==> src/rtl/ddr3_phy_pkg.sv <==
// rtl/ddr3_phy_pkg.sv - shared DDR3 PHY write-path types and constants
package ddr3_phy_pkg;

  typedef enum logic [2:0] {
    ST_IDLE,
    ST_WAIT,
    ST_PRE,
    ST_BURST,
    ST_POST
  } dqs_state_e;

  localparam int BL8_BEATS   = 8;
  localparam int BC4_BEATS   = 4;
  localparam int LAT_CNT_W   = 6;
  localparam int PHASE_CNT_W = 2;
  localparam int BEAT_CNT_W  = 3;

  function automatic logic [BEAT_CNT_W-1:0] last_beat(input logic bc4);
    return bc4 ? BEAT_CNT_W'(BC4_BEATS - 1) : BEAT_CNT_W'(BL8_BEATS - 1);
  endfunction

endpackage

==> src/rtl/ddr3_dqs_tx_ctrl.sv <==
// rtl/ddr3_dqs_tx_ctrl.sv - DQS write-strobe sequencer: latency wait, preamble, burst, postamble
module ddr3_dqs_tx_ctrl
  import ddr3_phy_pkg::*;
#(
  parameter int WR_LAT_BEATS    = 10,
  parameter int PREAMBLE_BEATS  = 2,
  parameter int POSTAMBLE_BEATS = 1
) (
  input  logic i_ddr3_clk,
  input  logic i_rst_n,
  input  logic i_wr_valid,
  input  logic i_bc4,
  output logic o_wr_ready,
  output logic o_dqs,
  output logic o_dqs_t,
  output logic o_dq_t,
  output logic o_beat_first,
  output logic o_beat_last,
  output logic o_busy
);

  localparam logic [LAT_CNT_W-1:0]   LAT_LOAD = LAT_CNT_W'(WR_LAT_BEATS);
  localparam logic [PHASE_CNT_W-1:0] PRE_END  = PHASE_CNT_W'(PREAMBLE_BEATS - 1);
  localparam logic [PHASE_CNT_W-1:0] POST_END = PHASE_CNT_W'(POSTAMBLE_BEATS - 1);

  dqs_state_e             state, state_d;
  logic [LAT_CNT_W-1:0]   lat_cnt, lat_d;
  logic [PHASE_CNT_W-1:0] phase_cnt, phase_d;
  logic [BEAT_CNT_W-1:0]  beat_cnt, beat_d;
  logic                   bc4_q, bc4_d;
  logic                   ready_d, dqs_d, dqs_t_d, dq_t_d, first_d, last_d, busy_d;

  always_comb begin
    state_d = state;
    lat_d   = lat_cnt;
    phase_d = phase_cnt;
    beat_d  = beat_cnt;
    bc4_d   = bc4_q;

    case (state)
      ST_IDLE: begin
        if (i_wr_valid && o_wr_ready) begin
          bc4_d = i_bc4;
          if (WR_LAT_BEATS == 0) begin
            state_d = ST_PRE;
            phase_d = '0;
          end else begin
            state_d = ST_WAIT;
            lat_d   = LAT_LOAD;
          end
        end
      end
      ST_WAIT: begin
        lat_d = lat_cnt - 6'd1;
        if (lat_cnt == 6'd1) begin
          state_d = ST_PRE;
          phase_d = '0;
        end
      end
      ST_PRE: begin
        if (phase_cnt == PRE_END) begin
          state_d = ST_BURST;
          beat_d  = '0;
        end else begin
          phase_d = phase_cnt + 2'd1;
        end
      end
      ST_BURST: begin
        // beat_cnt stops at len-1 so it never wraps
        if (beat_cnt == last_beat(bc4_q)) begin
          state_d = ST_POST;
          phase_d = '0;
        end else begin
          beat_d = beat_cnt + 3'd1;
        end
      end
      ST_POST: begin
        if (phase_cnt == POST_END) begin
          state_d = ST_IDLE;
        end else begin
          phase_d = phase_cnt + 2'd1;
        end
      end
      default: state_d = ST_IDLE;
    endcase

    // Outputs are decoded from the next state so that they register in step with it
    ready_d = (state_d == ST_IDLE);
    busy_d  = (state_d != ST_IDLE);
    dqs_t_d = !((state_d == ST_PRE) || (state_d == ST_BURST) || (state_d == ST_POST));
    dq_t_d  = (state_d != ST_BURST);
    dqs_d   = (state_d == ST_BURST) && !beat_d[0];
    first_d = (state_d == ST_BURST) && (beat_d == '0);
    last_d  = (state_d == ST_BURST) && (beat_d == last_beat(bc4_d));
  end

  always_ff @(posedge i_ddr3_clk or negedge i_rst_n) begin
    if (!i_rst_n) begin
      state        <= ST_IDLE;
      lat_cnt      <= '0;
      phase_cnt    <= '0;
      beat_cnt     <= '0;
      bc4_q        <= 1'b0;
      o_wr_ready   <= 1'b0;
      o_busy       <= 1'b0;
      o_dqs        <= 1'b0;
      o_dqs_t      <= 1'b1;
      o_dq_t       <= 1'b1;
      o_beat_first <= 1'b0;
      o_beat_last  <= 1'b0;
    end else begin
      state        <= state_d;
      lat_cnt      <= lat_d;
      phase_cnt    <= phase_d;
      beat_cnt     <= beat_d;
      bc4_q        <= bc4_d;
      o_wr_ready   <= ready_d;
      o_busy       <= busy_d;
      o_dqs        <= dqs_d;
      o_dqs_t      <= dqs_t_d;
      o_dq_t       <= dq_t_d;
      o_beat_first <= first_d;
      o_beat_last  <= last_d;
    end
  end

endmodule

==> config.mk <==
export PLATFORM = sky130hd
export DESIGN_NAME = ddr3_dqs_tx_ctrl
export DESIGN_NICKNAME = d
export VERILOG_FILES = /design/src/rtl/ddr3_phy_pkg.sv /design/src/rtl/ddr3_dqs_tx_ctrl.sv
export SDC_FILE = /design/constraint.sdc
export NUM_CORES = 1
export LEC_CHECK = 0
export BUFFER_PORTS_ARGS = -buffer_cell sky130_fd_sc_hd__buf_2
export CORE_MARGIN = 1
export CORE_UTILIZATION = 61
export DETAILED_ROUTE_END_ITERATION = 10
export GPL_TIMING_DRIVEN = 1
export PLACE_DENSITY = 0.82
export SETUP_SLACK_MARGIN = 0.05
export SLEW_MARGIN = 20
export SYNTH_ARGS = -nofsm -noshare
export SYNTH_HDL_FRONTEND = slang
export SYNTH_SLANG_ARGS = --single-unit
==> constraint.sdc <==
create_clock -name i_ddr3_clk -period 2.7 [get_ports i_ddr3_clk]
set_input_delay 0.54 -clock i_ddr3_clk [delete_from_list [all_inputs] [get_ports i_ddr3_clk]]
set_output_delay 0.54 -clock i_ddr3_clk [all_outputs]
set_load 0.05 [all_outputs]
==> summary.md, run 1 <==
| Metric | Value |
|---|---|
| RePlAce Congestion | `0.837` |
| Syn_nets | `118` |
| Routed WL | `1960 um` |
| Row cnt | `15` |
| Primary FF master, synth | `dfrtp_1` |
| Required @ worst endpoint | `2.89 ns` |
| Area share of and/or/nand/nor cells after synthesis | `23.8%` |
| CP top delay family | `simple AND/OR/NAND/NOR gates` |
| Worst path slowest cell | `dfrtp_1` |
| Cts-stage hold buffer count | `0` |
| DIE WIDTH | `45.1 um` |
| Period minus WS final | `1.65 ns` |
| Crit-path max cell delay | `0.57 ns` |
| Asr flop ratio synth | `100%` |
| Slew @ Worst Pin | `0.478 ns` |
| Top cells by area, synth | `dfrtp_1, ha_1, dfstp_2` |
| Comb pwr share | `1.7%` |
| Post-DRT Antenna Nets | `0` |
| CTS sink count | `22` |
| Top-count cell post-synth | `dfrtp_1` |
| Startpoint type of the worst setup path | `register` |
| Max Clk Rate | `607 MHz` |
| HPWL after DPL | `1480 um` |
| Syn_area_per_cell | `10.4 um^2` |
| Yosys warns | `0` |
| Clock Latency Late Sink | `0.31 ns` |
| Antenna violations before repair | `0` |
| Vias | `861` |
| Worst path arrival time | `1.84 ns` |
| Yosys cell types | `38` |
| Number of vias per cell | `5.94` |
| FF-to-FF End | `lat_cnt[4]` |
| Crit path max fanout | `12` |
| Sw Share | `20.5%` |
| Xor/xnor cell area share of the yosys netlist | `0.773%` |
| PD cells | `400 nW/um^2` |
| Final net count | `130` |
| CTS Buf Count | `3` |
| Yosys reg bits | `22` |
| Post-synth top cells | `dfrtp_1, nand2_1, nor2_1` |
| Fraction of layout cells with a size suffix above 1 | `20.0%` |
| EDFF count, synth | `0` |
| Slew Viols, Final | `0` |
| Power share of the clock group | `30.9%` |
| Relative slew slack | `68.1%` |
| Critical Path, Cell by Cell | `nor3b_4, nand2_2, o311ai_1, o41ai_1` |
| Post-synthesis mux area share | `0.994%` |
| First-pass GRT wire length | `3300 um` |
| GRT Total Usage | `22.7%` |
| Register area share after synthesis | `48.8%` |
| Worst Setup End Kind | `register` |
| Largest net degree at the start of global routing | `23` |
| Post-Syn Area | `1130 um^2` |
| PortBufs | `10` |
| Final hold vios | `0` |
| Worst min path class | `in2async` |
| Post-CTS setup buffers | `0` |
| Buf/Inv on CP | `0` |
| Top cell type's share of synthesized area | `44.2%` |
| Core box area | `1730 um^2` |
| Flop2flop setup slack | `1.05 ns` |
| Setup TNS | `0 ns` |
| CTS tree | `yes` |
| Reg2Reg Depth | `4` |
| Crit share post-route | `61.0%` |
| VDD IR max | `0.000349 V` |
| Initial Utilization | `65.6%` |
| H-Tree Level Count | `1` |
| N_diodes | `0` |
| Post-CTS Resized | `0` |
| # setup viols final | `0` |
| Max Root-Sink Buffers | `2` |
| Outcome | `completed` |
| Synth-to-layout area growth | `7.96%` |
| Total power | `489 uW` |
| Die ar. | `2030 um^2` |
| Clock slew at the register clock pins of the worst setup and hold paths | `0.12 ns` |
| LEAKAGE | `0.538 nW` |
| Adder-cell share of the synthesized area | `5.52%` |
| Int Pwr | `389 uW` |
| Drt pass-1 iters | `4` |
| Clock skew | `0.0128 ns` |
| Max-Cap Viols | `0` |
| Vias in the first global route | `794` |
| RSZ-0062 raised after global routing | `no` |
| CP Launch Point | `state[0]` |
| First DRT Iteration DRCs | `12` |
| Setup CP Type | `reg2reg` |
| NetSw | `100 uW` |
| GRT Residual Overflow | `0` |
| Seq pwr share | `67.4%` |
| Post-Syn Instances | `109` |
| Synth Area in Compound Gates | `17.2%` |
| Root Driver | `clkbuf_4` |
| RR Startpoint | `state[0]` |
| Leading area contributor after synthesis | `dfrtp_1` |
| Main combinational cell family by area after synthesis | `simple AND/OR/NAND/NOR gates` |
| DRC errors left | `0` |
| Wire length per cell | `13.5 um` |
| I/O pin total | `11` |
| Chip Height | `45.1 um` |
## per-layer routing
metal  up-vias  global-route usage, %  wire length [um]
met5         -                      0                 0
met3         4                   2.40                53
met4         0                   10.9                30
met1       429                   27.2               864
li1        413                      -                 -
met2        15                   40.3              1010
## final cells by class
type,count,area (um^2)
sequential,22,553
multi-input combinational,80,547
fill,138,504
timing repair buffer,10,50.0
tap,25,31.3
clock buffer,4,26.3
inverter,4,15.0
## worst max path at each step
stage | endpoint | slack [ns] | cells past startpoint
2_1_floorplan | o_beat_last | 1.10 | 4
3_3_place_gp | o_beat_last | 1.13 | 4
3_5_place_dp | o_beat_last | 1.06 | 4
4_1_cts | o_beat_last | 1.05 | 4
5_1_grt | lat_cnt[5] | 0.94 | 4
6_report | lat_cnt[4] | 1.05 | 4
## power by group through the flow
stage | combinational (mW) | sequential [mW] | clock, mW
after floorplan | 0.0000606 | 0.336 | 0
after global placement | 0.00878 | 0.336 | 0
after detailed placement | 0.00889 | 0.336 | 0
after CTS | 0.00887 | 0.330 | 0.157
after global routing | 0.00996 | 0.330 | 0.170
final | 0.00845 | 0.330 | 0.151
## kinds of logic after synthesis
kind of cell    after synthesis
simple gates                 46
flops                        22
compound gates               27
mux                           1
fa+ha+maj                     5
buf+inv                       7
xor+xnor                      1
## per-stage QoR
step | area, um^2 | instances | hold slack [ns] | util (%) | setup WS, ns
after floorplan | 1130 | 109 | 0.244 | - | 1.10
after global placement | 1200 | 141 | 0.469 | 69.3 | 1.13
after detailed placement | 1200 | 141 | 0.495 | 69.3 | 1.06
after CTS | 1220 | 145 | 0.175 | 70.8 | 1.05
after global routing | 1220 | 145 | 0.191 | 70.8 | 0.937
final | 1220 | 145 | 0.170 | 70.8 | 1.05
## layout by cell type (no fill, tap or decap), types with 4 or more instances in the layout
master and count:
a21oi_1 5, nor2_1 7, inv_1 4, dfrtp_1 20, nand3b_1 4, nand3_1 5
buf_2 10, o21ai_0 4, ha_1 5, nand2_1 14
## worst reg2reg max path, delay by kind of cell (launching register included)
kind | cells | cell delay (ns)
AOI/OAI and AO/OA | 2 | 0.41
DFF | 1 | 0.57
and+or+nand+nor | 2 | 0.57
## registers in the layout (all words and copies together), names as in the netlist
signal        count
lat_cnt           6
beat_cnt          3
state             3
phase_cnt         2
bc4_q             1
o_beat_first      1
o_beat_last       1
o_busy            1
o_dq_t            1
o_dqs             1
o_dqs_t           1
o_wr_ready        1
(Power assumes the default switching activity.)
==> run 2: changes to the inputs <==
- CORE_UTILIZATION: 61 -> 51
- PLACE_DENSITY: 0.82 -> 0.73
- clock period: 2.7 -> 1.39 ns (I/O delays scaled with it)
==> run 2 against run 1 <==
  * The flow now finishes with violations (negative setup slack)
  * Critical path depth up 1
  * First-iteration DRC count is 92% higher
  * Flip-flop and latch count stayed put
  * Sequential power rose by 94%
  * Final area is 34% higher
  * Critical endpoint is now lat_cnt[5]
  * Largest power group unchanged
==> summary.md, run 2 (synthesis gave the netlist of run 1 again) <==
| Metric | Value |
|---|---|
| Most frequent cells in the layout | `buf_4, dfrtp_1, nand2_1` |
| GRT Total Usage | `22.9%` |
| I/O pin total | `11` |
| Worst Setup End Kind | `register` |
| Met2 wire length | `1460 um` |
| PD cells | `714 nW/um^2` |
| # setup viols final | `12` |
| Max-Cap Viols | `0` |
| DRC errors left | `0` |
| Setup TNS | `-0.910 ns` |
| Vias in the first global route | `1014` |
| Slew @ Worst Pin | `0.499 ns` |
| CTS sink count | `22` |
| Crit-path max cell delay | `0.50 ns` |
| Max reg flops | `6` |
| Crit share post-route | `113%` |
| RePlAce Congestion | `0.765` |
| Placed cell count | `169` |
| Final worst slack | `-0.179 ns` |
| Met3 Wirelength | `117 um` |
| Failing checks | `negative setup slack` |
| Startpoint type of the worst setup path | `register` |
| Wire length per cell | `15.7 um` |
| Worst path arrival time | `1.78 ns` |
| Final Non-Filler Cells | `179` |
| Relative slew slack | `66.7%` |
| Largest net degree at the start of global routing | `23` |
| Max Clk Rate | `637 MHz` |
| VDD IR max | `0.000773 V` |
| Vias | `1022` |
| M1 WL | `1210 um` |
| Clock slew at the register clock pins of the worst setup and hold paths | `0.14 ns` |
| FILL cells | `116` |
| Fraction of layout cells with a size suffix above 1 | `51.3%` |
| PortBufs | `10` |
| Period minus WS final | `1.57 ns` |
| RSZ-0062 raised after global routing | `yes` |
| Slew Viols, Final | `0` |
| Root Driver | `clkbuf_4` |
| N_diodes | `0` |
| CTS Buf Count | `3` |
| Clock Latency Late Sink | `0.33 ns` |
| Final hold vios | `0` |
| Row cnt | `16` |
| Multi-input gate area | `652 um^2` |
| Worst path slowest cell | `dfrtp_2` |
| Routed WL | `2820 um` |
| HPWL after DPL | `1780 um` |
| Post-DRT Antenna Nets | `0` |
| DIE WIDTH | `49.1 um` |
| Largest Register | `lat_cnt` |
| H-Tree Level Count | `1` |
| Critical Path, Cell by Cell | `buf_12, nor3b_4, nand2_2, o311ai_2, o41ai_1` |
| Max Root-Sink Buffers | `2` |
| Clock skew | `0.0181 ns` |
| Antenna violations before repair | `0` |
| Final design utilization | `80.8%` |
| Chip Height | `49.1 um` |
| Largest regs | `lat_cnt (6), beat_cnt (3), state (3)` |
| First-pass GRT wire length | `4240 um` |
| Die ar. | `2410 um^2` |
| Synth-to-layout area growth | `44.2%` |
| First DRT Iteration DRCs | `23` |
| LEAKAGE | `0.736 nW` |
| Crit path max fanout | `7` |
| Number of vias per cell | `5.71` |
| Pre-CTS WS | `-0.129 ns` |
| FF/Latch Area | `558 um^2` |
| Drt pass-1 iters | `4` |
| Flop2flop setup slack | `-0.18 ns` |
| Setup CP Type | `reg2reg` |
| Worst min path class | `in2reg` |
| Final net count | `162` |
| Commonest non-fill, non-tap cell in the layout | `buf_4` |
| CTS tree | `yes` |
| GRT Residual Overflow | `0` |
| Required @ worst endpoint | `1.60 ns` |
| Highest Signal Layer | `met4` |
| Initial Utilization | `56.0%` |
| Core box area | `2020 um^2` |
| Outcome | `finished, violations left` |
run 2: cell count changes in the layout (fill, tap and decap cells not counted), moves of 3 or more:
| cell | change |
|---|---|
| buf_4 | +29 |
| buf_6 | +3 |
| dfrtp_1 | -4 |
| dfrtp_2 | +4 |
| ha_1 | -4 |
| ha_2 | +3 |
| nor2_1 | -3 |
run 2: path summary, 6_finish.rpt:
path                             from    endpoint  depth (start not counted)
setup / recovery             state[2]  lat_cnt[5]                          5
hold / removal             i_wr_valid  lat_cnt[0]                          4
setup reg to reg             state[2]  lat_cnt[5]                          5
hold reg to reg            lat_cnt[5]  lat_cnt[5]                          1
max in group asynchronous     i_rst_n    state[2]                          2
min in group asynchronous     i_rst_n      o_busy                          2
run 2: what timing repair did:
| item | 4_1_cts | 5_1_grt |
|---|---|---|
| pin swaps | 3 | 6 |
| setup endpoints to repair | 19 | 22 |
| hold buffers | 1 | 0 |
| resized for setup | 16 | 13 |
| setup buffers | 1 | 4 |
| hold endpoints to repair | 20 | 0 |
run 2: per-layer routing:
layer / vias to the layer above / global-route usage, %
li1: 487 / -
met1: 499 / 28.2
met2: 31 / 40.6
met3: 5 / 3.43
met4: 0 / 7.35
met5: - / 0
run 2: metrics by stage:
stage	power [mW]	instance area, um^2	hold WS (ns)
3_3_place_gp	0.670	1420	0.264
5_1_grt	1.19	1630	0.313
6_report	1.17	1630	0.285
3_5_place_dp	0.670	1420	0.265
4_1_cts	1.17	1540	0.269
2_1_floorplan	0.652	1170	-0.0176
run 2: layout make-up:
class	count	area share [%]
clock buffers	3	1.38
flip-flops and latches	22	34.2
multi-input cells	80	39.9
repair buffers	42	19.7
inverters	4	0.920
well taps	27	2.07
clock inverters	1	1.84
run 2: worst max-delay path: cells and delay by family (launching register included):
kind                   cells  cell delay [ns]
AOI/OAI and AO/OA          2             0.42
buffers and inverters      1             0.15
DFF                        1             0.50
and+or+nand+nor            2             0.40
run 2: where the power goes:
part,switching (mW),total (mW),internal (mW)
combinational,0.0149,0.0199,0.00502
sequential,0,0.640,0.640
clock,0.214,0.506,0.292
total,0.229,1.17,0.937
